$ cat config.mk
export PLATFORM = sky130hd
export DESIGN_NAME = prog_loader
export DESIGN_NICKNAME = d
export VERILOG_FILES = /design/src/rtl/loader_pkg.sv /design/src/rtl/byte_packer.sv /design/src/rtl/prog_loader.sv
export SDC_FILE = /design/constraint.sdc
export NUM_CORES = 1
export LEC_CHECK = 0
export ABC_AREA = 1
export BUFFER_PORTS_ARGS = -buffer_cell sky130_fd_sc_hd__buf_2
export CORE_MARGIN = 2
export CORE_UTILIZATION = 49
export CTS_CLUSTER_DIAMETER = 60
export CTS_CLUSTER_SIZE = 30
export DETAILED_ROUTE_END_ITERATION = 12
export HOLD_SLACK_MARGIN = 0.06
export PLACE_DENSITY_LB_ADDON = 0.25
export RECOVER_POWER = 50
export SETUP_SLACK_MARGIN = 0.05
export SYNTH_ARGS = -nofsm -noshare
export SYNTH_HDL_FRONTEND = slang
export SYNTH_SLANG_ARGS = --single-unit
$ cat constraint.sdc
create_clock -name clk -period 3.35 [get_ports clk]
set_input_delay 0.67 -clock clk [delete_from_list [all_inputs] [get_ports clk]]
set_output_delay 0.67 -clock clk [all_outputs]
set_load 0.03 [all_outputs]
$ cat src/rtl/loader_pkg.sv
// Shared types and constants for the boot-time program loader.
package loader_pkg;

  typedef enum logic [2:0] {
    IDLE,
    HDR0,
    HDR1,
    LOAD,
    WRITE,
    RUN,
    ERR
  } loader_state_t;

  localparam int HDR_BYTES      = 2;
  localparam int BYTES_PER_WORD = 4;

endpackage

$ cat src/rtl/byte_packer.sv
// Packs a byte stream little-endian into a 32-bit word; full flags a complete word.
module byte_packer
  import loader_pkg::*;
(
  input  logic        clk,
  input  logic        reset,
  input  logic        clr,
  input  logic        push,
  input  logic [7:0]  byte_in,
  output logic [31:0] word,
  output logic        full,
  output logic        last
);

  logic [$clog2(BYTES_PER_WORD)-1:0] lane;

  // The next push completes the word; lets the FSM leave LOAD on that same edge.
  assign last = (lane == 2'd3);

  always_ff @(posedge clk or posedge reset) begin
    if (reset) begin
      lane <= '0;
      word <= '0;
      full <= 1'b0;
    end else if (clr) begin
      lane <= '0;
      word <= '0;
      full <= 1'b0;
    end else if (push) begin
      word[{lane, 3'b000} +: 8] <= byte_in;
      lane                      <= lane + 2'd1;
      full                      <= last;
    end
  end

endmodule

$ cat src/rtl/prog_loader.sv
// Holds the core in reset while a length-prefixed byte stream is written into imem.
//
// state | meaning
// IDLE  | waiting for start, core held in reset
// HDR0  | expecting word count low byte
// HDR1  | expecting word count high byte, validates the count
// LOAD  | collecting the four bytes of the current word
// WRITE | one-cycle imem write strobe
// RUN   | program loaded, core released
// ERR   | bad count, held until reset
module prog_loader
  import loader_pkg::*;
#(
  parameter int ADDR_W    = 8,
  parameter int MAX_WORDS = 256
) (
  input  logic              clk,
  input  logic              reset,
  input  logic              start,
  input  logic              byte_valid,
  input  logic [7:0]        byte_data,
  output logic              byte_ready,
  output logic              imem_we,
  output logic [ADDR_W-1:0] imem_addr,
  output logic [31:0]       imem_wd,
  output logic              cpu_reset,
  output logic              loading,
  output logic              done,
  output logic              error,
  output logic [ADDR_W:0]   words_loaded
);

  loader_state_t state, state_n;

  logic [8*HDR_BYTES-1:0] count;
  logic [15:0]            hdr_count;
  logic [16:0]            wl_next;
  logic                   xfer, start_ok, last_word;
  logic                   pk_full, pk_last;

  assign xfer      = byte_valid && byte_ready;
  assign start_ok  = start && (state == IDLE || state == RUN);
  assign hdr_count = {byte_data, count[7:0]};
  assign wl_next   = 17'(words_loaded) + 17'd1;
  assign last_word = (wl_next == {1'b0, count});

  byte_packer u_packer (
    .clk     (clk),
    .reset   (reset),
    .clr     (start_ok),
    .push    (xfer && state == LOAD),
    .byte_in (byte_data),
    .word    (imem_wd),
    .full    (pk_full),
    .last    (pk_last)
  );

  always_comb begin
    state_n = state;
    case (state)
      IDLE:    if (start_ok) state_n = HDR0;
      HDR0:    if (xfer) state_n = HDR1;
      HDR1: begin
        if (xfer) begin
          if (hdr_count == 16'd0)                state_n = RUN;
          else if (hdr_count > 16'(MAX_WORDS))   state_n = ERR;
          else                                   state_n = LOAD;
        end
      end
      LOAD:    if (xfer && pk_last) state_n = WRITE;
      WRITE:   if (pk_full) state_n = last_word ? RUN : LOAD;
      RUN:     if (start_ok) state_n = HDR0;
      ERR:     state_n = ERR;
      default: state_n = IDLE;
    endcase
  end

  // Outputs are registered from the next state so they line up with the state register.
  always_ff @(posedge clk or posedge reset) begin
    if (reset) begin
      state        <= IDLE;
      count        <= '0;
      imem_addr    <= '0;
      words_loaded <= '0;
      cpu_reset    <= 1'b1;
      byte_ready   <= 1'b0;
      imem_we      <= 1'b0;
      loading      <= 1'b0;
      done         <= 1'b0;
      error        <= 1'b0;
    end else begin
      state      <= state_n;
      cpu_reset  <= (state_n != RUN);
      byte_ready <= (state_n inside {HDR0, HDR1, LOAD});
      imem_we    <= (state_n == WRITE);
      loading    <= (state_n inside {HDR0, HDR1, LOAD, WRITE});
      done       <= (state_n == RUN);
      error      <= (state_n == ERR);

      if (start_ok) begin
        imem_addr    <= '0;
        words_loaded <= '0;
      end
      if (state == HDR0 && xfer) count[7:0]  <= byte_data;
      if (state == HDR1 && xfer) count[15:8] <= byte_data;
      if (state == WRITE && pk_full) begin
        words_loaded <= words_loaded + (ADDR_W+1)'(1);
        if (state_n == LOAD) imem_addr <= imem_addr + ADDR_W'(1);
      end
    end
  end

endmodule

==> flow_metrics.py, run 1 <==
metrics = {
    "run_status": {
        "status": "finished, violations left",
        "violations": "max-capacitance violations, max-slew violations",
    },
    "route": {
        "drc": 0,
        "wl_mm": 8.47,
        "firstDrtPassIters": 5,
        "vias_per_cell": 5.18,
        "num_vias": 3202,
        "avgRoutedWirePerCell_um": 13.7,
        "drtIter0Drc": 263,
        "ant_nets": 0,
    },
    "grt": {
        "grt_use_met2_pct": 32.6,
        "grt_busiest_layer": "met2",
        "grt_pass1_vias": 2972,
        "antenna_found_initial": 0,
        "grt.met3_usage_pct": 5.23,
        "use_met1_pct": 30.1,
        "gr-total-overflow": 0,
        "grt_max_degree": 78,
        "grt.total_usage_pct": 21.2,
        "grt_pass1_wl_mm": 14.2,
    },
    "worst_hold_path": {
        "min_path_type": "reg2reg",
    },
    "clocking": {
        "postCtsHoldBufs": 0,
        "cts_setup_buffers": 0,
        "clk_transition_reported_paths_ns": 0.08,
        "cts.sinks": 77,
        "cts.path.max_buffers": 2,
        "postCtsResizedCells": 0,
        "clk_latency_ns": 0.35,
        "cts-root-buf": "clkbuf_8",
        "cts_buffers": 9,
        "cts-htree-levels": 3,
        "cts_tree": "done",
    },
    "yosys": {
        "synth_seq_cells": 77,
        "ys_top_cells_by_count": "119 x nand2_1, 76 x dfrtp_1, 52 x o21ai_0",
        "synth.top_cells.by_area": "dfrtp_1 51%, nand2_1 12%, o21ai_0 7.0%",
        "yosysSeqAreaShare_pct": 51.9,
        "yosysWarnings": 0,
        "avgSynthCellArea_um2": 8.35,
        "syn_nets": 464,
        "synthArstFlopShare_pct": 100,
        "syn-cell-area_um2": 3710,
        "yosys.area.top_type": "dfrtp_1",
        "yosysMostFrequentCell": "nand2_1",
        "synth-edff-count": 0,
        "netlist-cell-type-count": 35,
        "synth_flop_cell": "dfrtp_1",
        "syn-instance-count": 445,
        "synth_top_area_share_pct": 51.2,
    },
    "placed_design": {
        "io_buffers": 66,
        "hpwl_mm": 6.00,
        "placed_cell_area_um2": 4130,
        "place.gp.congestion": 0.843,
        "place_inst": 602,
    },
    "timing": {
        "min_period_ns": 2.31,
        "final.setup.tns_ns": 0,
        "slew_viol_final": 78,
        "tightest_slew_ns": 1.85,
        "fmax_ghz": 0.433,
        "finalSetupViolations": 0,
        "skew_ns": 0.00736,
        "slew-limit-headroom_pct": -23.7,
        "fin_crit_sh_pct": 68.9,
        "hold_viol_final": 0,
        "rsz0062_at_grt": "no",
    },
    "finish": {
        "nets": 533,
        "drive_gt1_share_pct": 15.4,
        "num_antenna_cells": 0,
        "fin_cells": 618,
        "postLayoutCellArea_um2": 4310,
        "area_delta_synth_final_pct": 16.1,
    },
    "pwr": {
        "powerDensity_nw_per_um2": 718,
        "leakage_nw": 2.12,
        "ir_drop_mv": 0.473,
    },
    "job": {
        "timing.max_cap.violations": 1,
    },
    "worst_setup_path": {
        "path_class": "reg2reg",
        "cp.required_ns": 3.62,
        "arrival_ns": 2.57,
        "cp_max_fo": 14,
        "r2r_slack_ns": 1.04,
        "startpoint_type": "flip-flop",
        "worstSetupEndpointType": "flip-flop",
    },
    "die": {
        "die_h_um": 91.1,
        "die_area_um2": 8290,
        "rows": 31,
        "ioPinCount": 67,
        "start_util_pct": 50.9,
        "die_x_um": 91.1,
        "coreArea_um2": 7290,
    },
}
## report_power, final
group	switching (mW)	internal, mW	total, mW
Clock	0.362	0.370	0.731
Sequential	0.154	1.12	1.27
Combinational	0.785	0.309	1.09
Total	1.30	1.80	3.10
## sequential cells by signal, indices dropped and copies added (netlist names)
signal / cells
done: 1
cpu_reset: 1
u_packer.word: 32
u_packer.full: 1
u_packer.lane: 2
byte_ready: 1
words_loaded: 9
imem_addr: 8
count: 16
loading: 1
imem_we: 1
error: 1
state: 3
## layout by cell type, fill, tap and decap left out, types with 2 or more instances in the layout
master and instances:
ha_1 7, xor2_1 4, clkbuf_8 10, nor2_1 28
o21ai_1 7, nand2_1 119, o22ai_1 6, o41ai_1 8
clkbuf_1 21, dfrtp_1 76, nand3b_1 4, a21oi_1 3
nor2_2 3, buf_2 45, clkinv_4 4, nor3_1 4
nand3_2 2, inv_1 50, inv_2 4, nand4_1 6
nor2_4 2, o21ai_0 52, nand2_2 2, nand3_1 37
xnor2_1 2
## metrics by stage
step | hold slack (ns) | setup WS [ns] | util (%) | power (mW)
floorplan | 0.445 | 0.715 | - | 2.10
global placement | 0.461 | 0.998 | 56.6 | 2.34
detailed placement | 0.458 | 0.954 | 56.6 | 2.37
CTS | 0.484 | 1.10 | 59.5 | 3.11
global route | 0.519 | 0.830 | 59.1 | 3.31
finish | 0.486 | 1.04 | 59.1 | 3.10
## critical path, stage by stage, from the launching register on
cell	delay, ns
dfrtp_1	0.63
inv_1	0.14
ha_1	0.54
nand2_1	0.13
or4_1	0.57
o21ai_0	0.22
## cell type report
| type | instances | area (um2) |
|---|---|---|
| Clock inverter | 6 | 72.6 |
| Multi-Input combinational cell | 305 | 1540 |
| Inverter | 54 | 203 |
| Clock buffer | 10 | 138 |
| Sequential cell | 77 | 1930 |
| Timing Repair Buffer | 67 | 309 |
| Fill cell | 714 | 2980 |
| Tap cell | 99 | 124 |
## path summary, 6_finish.rpt
path,from,endpoint,depth (start not counted)
worst min register to register,count[11],count[11],2
worst max register to register,u_packer.lane[0],u_packer.word[21],5
max in group asynchronous,reset,count[1],3
worst max-delay path,u_packer.lane[0],u_packer.word[21],5
min in group asynchronous,reset,imem_addr[1],3
worst min-delay path,count[11],count[11],2
## kinds of logic after synthesis
logic type                 Yosys count  share of synthesized area, %
AOI/OAI and AO/OA                   80                          12.1
xor gates and xnor gates             6                          1.42
adders and majority gates            7                          2.36
buffers and inverters               63                          6.70
DFF                                 77                          51.9
and+or+nand+nor                    212                          25.5
## layer usage
metal / part of all wire (%) / up-vias / wire length (um)
li1: - / 1602 / -
met1: 48 / 1490 / 4030
met2: 46 / 104 / 3890
met3: 5.9 / 6 / 503
met4: 0.61 / 0 / 52
met5: 0 / - / 0
Note: power is estimated with default switching activity, not from simulation.
==> run 2, diff against run 1 <==
ABC_AREA = 0   (was 1)
clock period = 2.2 ns   (was 3.35 ns; I/O delays follow)
==> flow_metrics.py, run 2 <==
metrics = {
    "worst_setup_path": {
        "cpMostUsedCell": "buf_4",
        "path_class": "reg2reg",
        "cpMaxStageDelayCell": "dfrtp_2",
        "r2r-start": "words_loaded[0]",
        "cp.required_ns": 2.46,
        "critical_path.reg2reg.endpoint": "loading",
        "startpoint_type": "flip-flop",
        "worstSetupEndpointType": "flip-flop",
        "cp_cell_sequence": "buf_4 -> nand4_1 -> or2_4 -> or3_4 -> a311oi_4 -> buf_4 -> nand2_4 -> o31ai_4 -> xor2_1",
        "arrival_ns": 2.58,
        "slowest_delay_ns": 0.40,
        "r2r_slack_ns": -0.12,
        "cp_max_fo": 4,
        "rr_worst_depth": 9,
    },
    "placed_design": {
        "place_inst": 512,
        "place.gp.congestion": 0.868,
        "dp_slack_ns": -0.307,
        "hpwl_mm": 6.01,
        "io_buffers": 66,
    },
    "pwr": {
        "p_sw_mw": 0.685,
        "ir_drop_mv": 0.548,
        "leakage_nw": 2.26,
        "pwr-share-clk_pct": 42.4,
        "pwr-share-seq_pct": 54.9,
        "combPwrFrac_pct": 2.7,
        "p_int_mw": 1.89,
        "powerDensity_nw_per_um2": 549,
        "swShare_pct": 26.6,
    },
    "grt": {
        "gr-total-overflow": 0,
        "grt.total_usage_pct": 22.4,
        "grt_pass1_wl_mm": 14.6,
        "grt_pass1_vias": 2849,
        "grt_max_degree": 38,
        "antenna_found_initial": 0,
    },
    "yosys": {
        "ys_top_cells_by_count": "76 x dfrtp_1, 37 x a22o_1, 28 x nand2_1",
        "synth_flop_cell": "dfrtp_1",
        "syn-instance-count": 315,
        "synth-edff-count": 0,
        "yosysWarnings": 0,
        "yosys.area.top_type": "dfrtp_1",
        "syn-cell-area_um2": 3620,
        "synth.top_cells.by_area": "dfrtp_1 53%, a22o_1 9.0%, mux2_2 5.0%",
        "synth_seq_cells": 77,
        "avgSynthCellArea_um2": 11.5,
        "yosysSeqAreaShare_pct": 53.3,
        "synthArstFlopShare_pct": 100,
        "synth_top_area_share_pct": 52.6,
        "netlist-cell-type-count": 50,
        "yosysMostFrequentCell": "dfrtp_1",
        "syn_nets": 334,
    },
    "finish": {
        "area_delta_synth_final_pct": 29.7,
        "final_cell_mix": "69 x dfrtp_1, 45 x buf_2, 44 x buf_4",
        "nets": 451,
        "fin_cells": 536,
        "regMostFlops": "u_packer.word",
        "final_common_cell": "dfrtp_1",
        "top_regs": "u_packer.word x32, count x16, words_loaded x9",
        "num_antenna_cells": 0,
        "drive_gt1_share_pct": 35.2,
        "largest_register_ffs": 32,
    },
    "die": {
        "die_h_um": 89.9,
        "die_x_um": 89.9,
        "ioPinCount": 67,
        "rows": 31,
        "coreArea_um2": 7210,
        "start_util_pct": 50.1,
        "die_area_um2": 8090,
    },
    "worst_hold_path": {
        "min_path_type": "in2async",
    },
    "timing": {
        "fin_crit_sh_pct": 105,
        "slew-limit-headroom_pct": 13.2,
        "fmax_ghz": 0.432,
        "slew_viol_final": 0,
        "worst_slack_ns": -0.116,
        "hold_viol_final": 0,
        "rsz0062_at_grt": "yes",
        "tightest_slew_ns": 1.29,
        "finalSetupViolations": 12,
        "skew_ns": 0.0141,
        "min_period_ns": 2.32,
    },
    "clocking": {
        "clk_transition_reported_paths_ns": 0.10,
        "cts-htree-levels": 3,
        "cts.path.max_buffers": 2,
        "cts_tree": "done",
        "cts_buffers": 9,
        "clk_latency_ns": 0.35,
        "cts.sinks": 77,
        "postCtsHoldBufs": 0,
        "cts-root-buf": "clkbuf_8",
    },
    "route": {
        "num_vias": 2932,
        "drtIter0Drc": 145,
        "vias_per_cell": 5.47,
        "drc": 0,
        "avgRoutedWirePerCell_um": 16.0,
        "firstDrtPassIters": 4,
        "wl_mm": 8.56,
        "ant_nets": 0,
    },
    "run_status": {
        "status": "finished, violations left",
        "violations": "negative setup slack",
    },
    "job": {
        "timing.max_cap.violations": 0,
    },
}
## run 2: cell count changes after synthesis, moves of 10 or more
| cell | previous run | this run |
|---|---|---|
| nand2_1 | 119 | 28 |
| inv_1 | 50 | 5 |
| a22o_1 | 0 | 37 |
| o21ai_0 | 52 | 16 |
| nand3_1 | 37 | 8 |
| mux2_2 | 0 | 16 |
| xnor2_1 | 2 | 12 |
## run 2: what timing repair did
action,in CTS,in global routing
endpoints found under the setup margin,13,14
buffers inserted,6,2
pin swaps,14,8
resized for setup,10,8
## run 2: per-stage QoR
stage / util (%) / power, mW / area [um2] / TNS (ns) / hold slack, ns
global placement: 60.8 / 1.52 / 4390 / -2.36 / 0.484
detailed placement: 60.8 / 1.52 / 4390 / -2.45 / 0.485
floorplan: - / 1.47 / 3650 / -0.393 / 0.480
global route: 65.0 / 2.68 / 4690 / -2.23 / 0.421
CTS: 65.0 / 2.60 / 4690 / -1.21 / 0.178
finish: 65.0 / 2.58 / 4690 / -0.946 / 0.345
## run 2: cell families after synthesis
| group | Yosys count | synth area share [%] |
|---|---|---|
| xor gates and xnor gates | 20 | 4.84 |
| adders and majority gates | 7 | 2.42 |
| AOI/OAI and AO/OA | 74 | 17.0 |
| DFF | 77 | 53.3 |
| buffers and inverters | 17 | 2.01 |
| and+or+nand+nor | 100 | 14.4 |
| muxes | 20 | 6.09 |
## run 2: how the worst max path moves through the flow
stage / startpoint / slack (ns) / end
final: words_loaded[0] / -0.12 / loading
after global routing: words_loaded[1] / -0.22 / loading
after CTS: words_loaded[1] / -0.17 / loading
after detailed placement: words_loaded[0] / -0.31 / imem_addr[5]
after global placement: byte_data[4] / -0.29 / loading
after floorplan: words_loaded[3] / -0.10 / imem_addr[5]
## run 2: per-layer routing
layer | track usage [%] | share of wire [%]
met1 | 32.2 | 47
met2 | 34.9 | 47
met3 | 5.11 | 4.3
met4 | 5.51 | 1.7
met5 | 0 | 0
## run 2: layout make-up
cell class	count	area [um2]
Timing Repair Buffer	118	711
Clock buffer	9	124
Inverter	5	20.0
Clock inverter	7	88.8
Multi-Input combinational cell	221	1690
Tap cell	99	124
Fill cell	581	2520
Sequential cell	77	1940
## run 2: critical path, delay by kind of cell (launching register included)
| kind | cells | cell delay (ns) |
|---|---|---|
| xor gates and xnor gates | 1 | 0.20 |
| DFF | 1 | 0.40 |
| buffers and inverters | 2 | 0.31 |
| AOI/OAI and AO/OA | 2 | 0.57 |
| and+or+nand+nor | 4 | 0.77 |
## run 2: power groups by stage
stage,clock network [mW],registers [mW],logic [mW]
2_1_floorplan,0,1.44,0.0248
3_3_place_gp,0,1.44,0.0750
3_5_place_dp,0,1.44,0.0757
4_1_cts,1.11,1.41,0.0757
5_1_grt,1.19,1.41,0.0776
6_report,1.09,1.41,0.0691
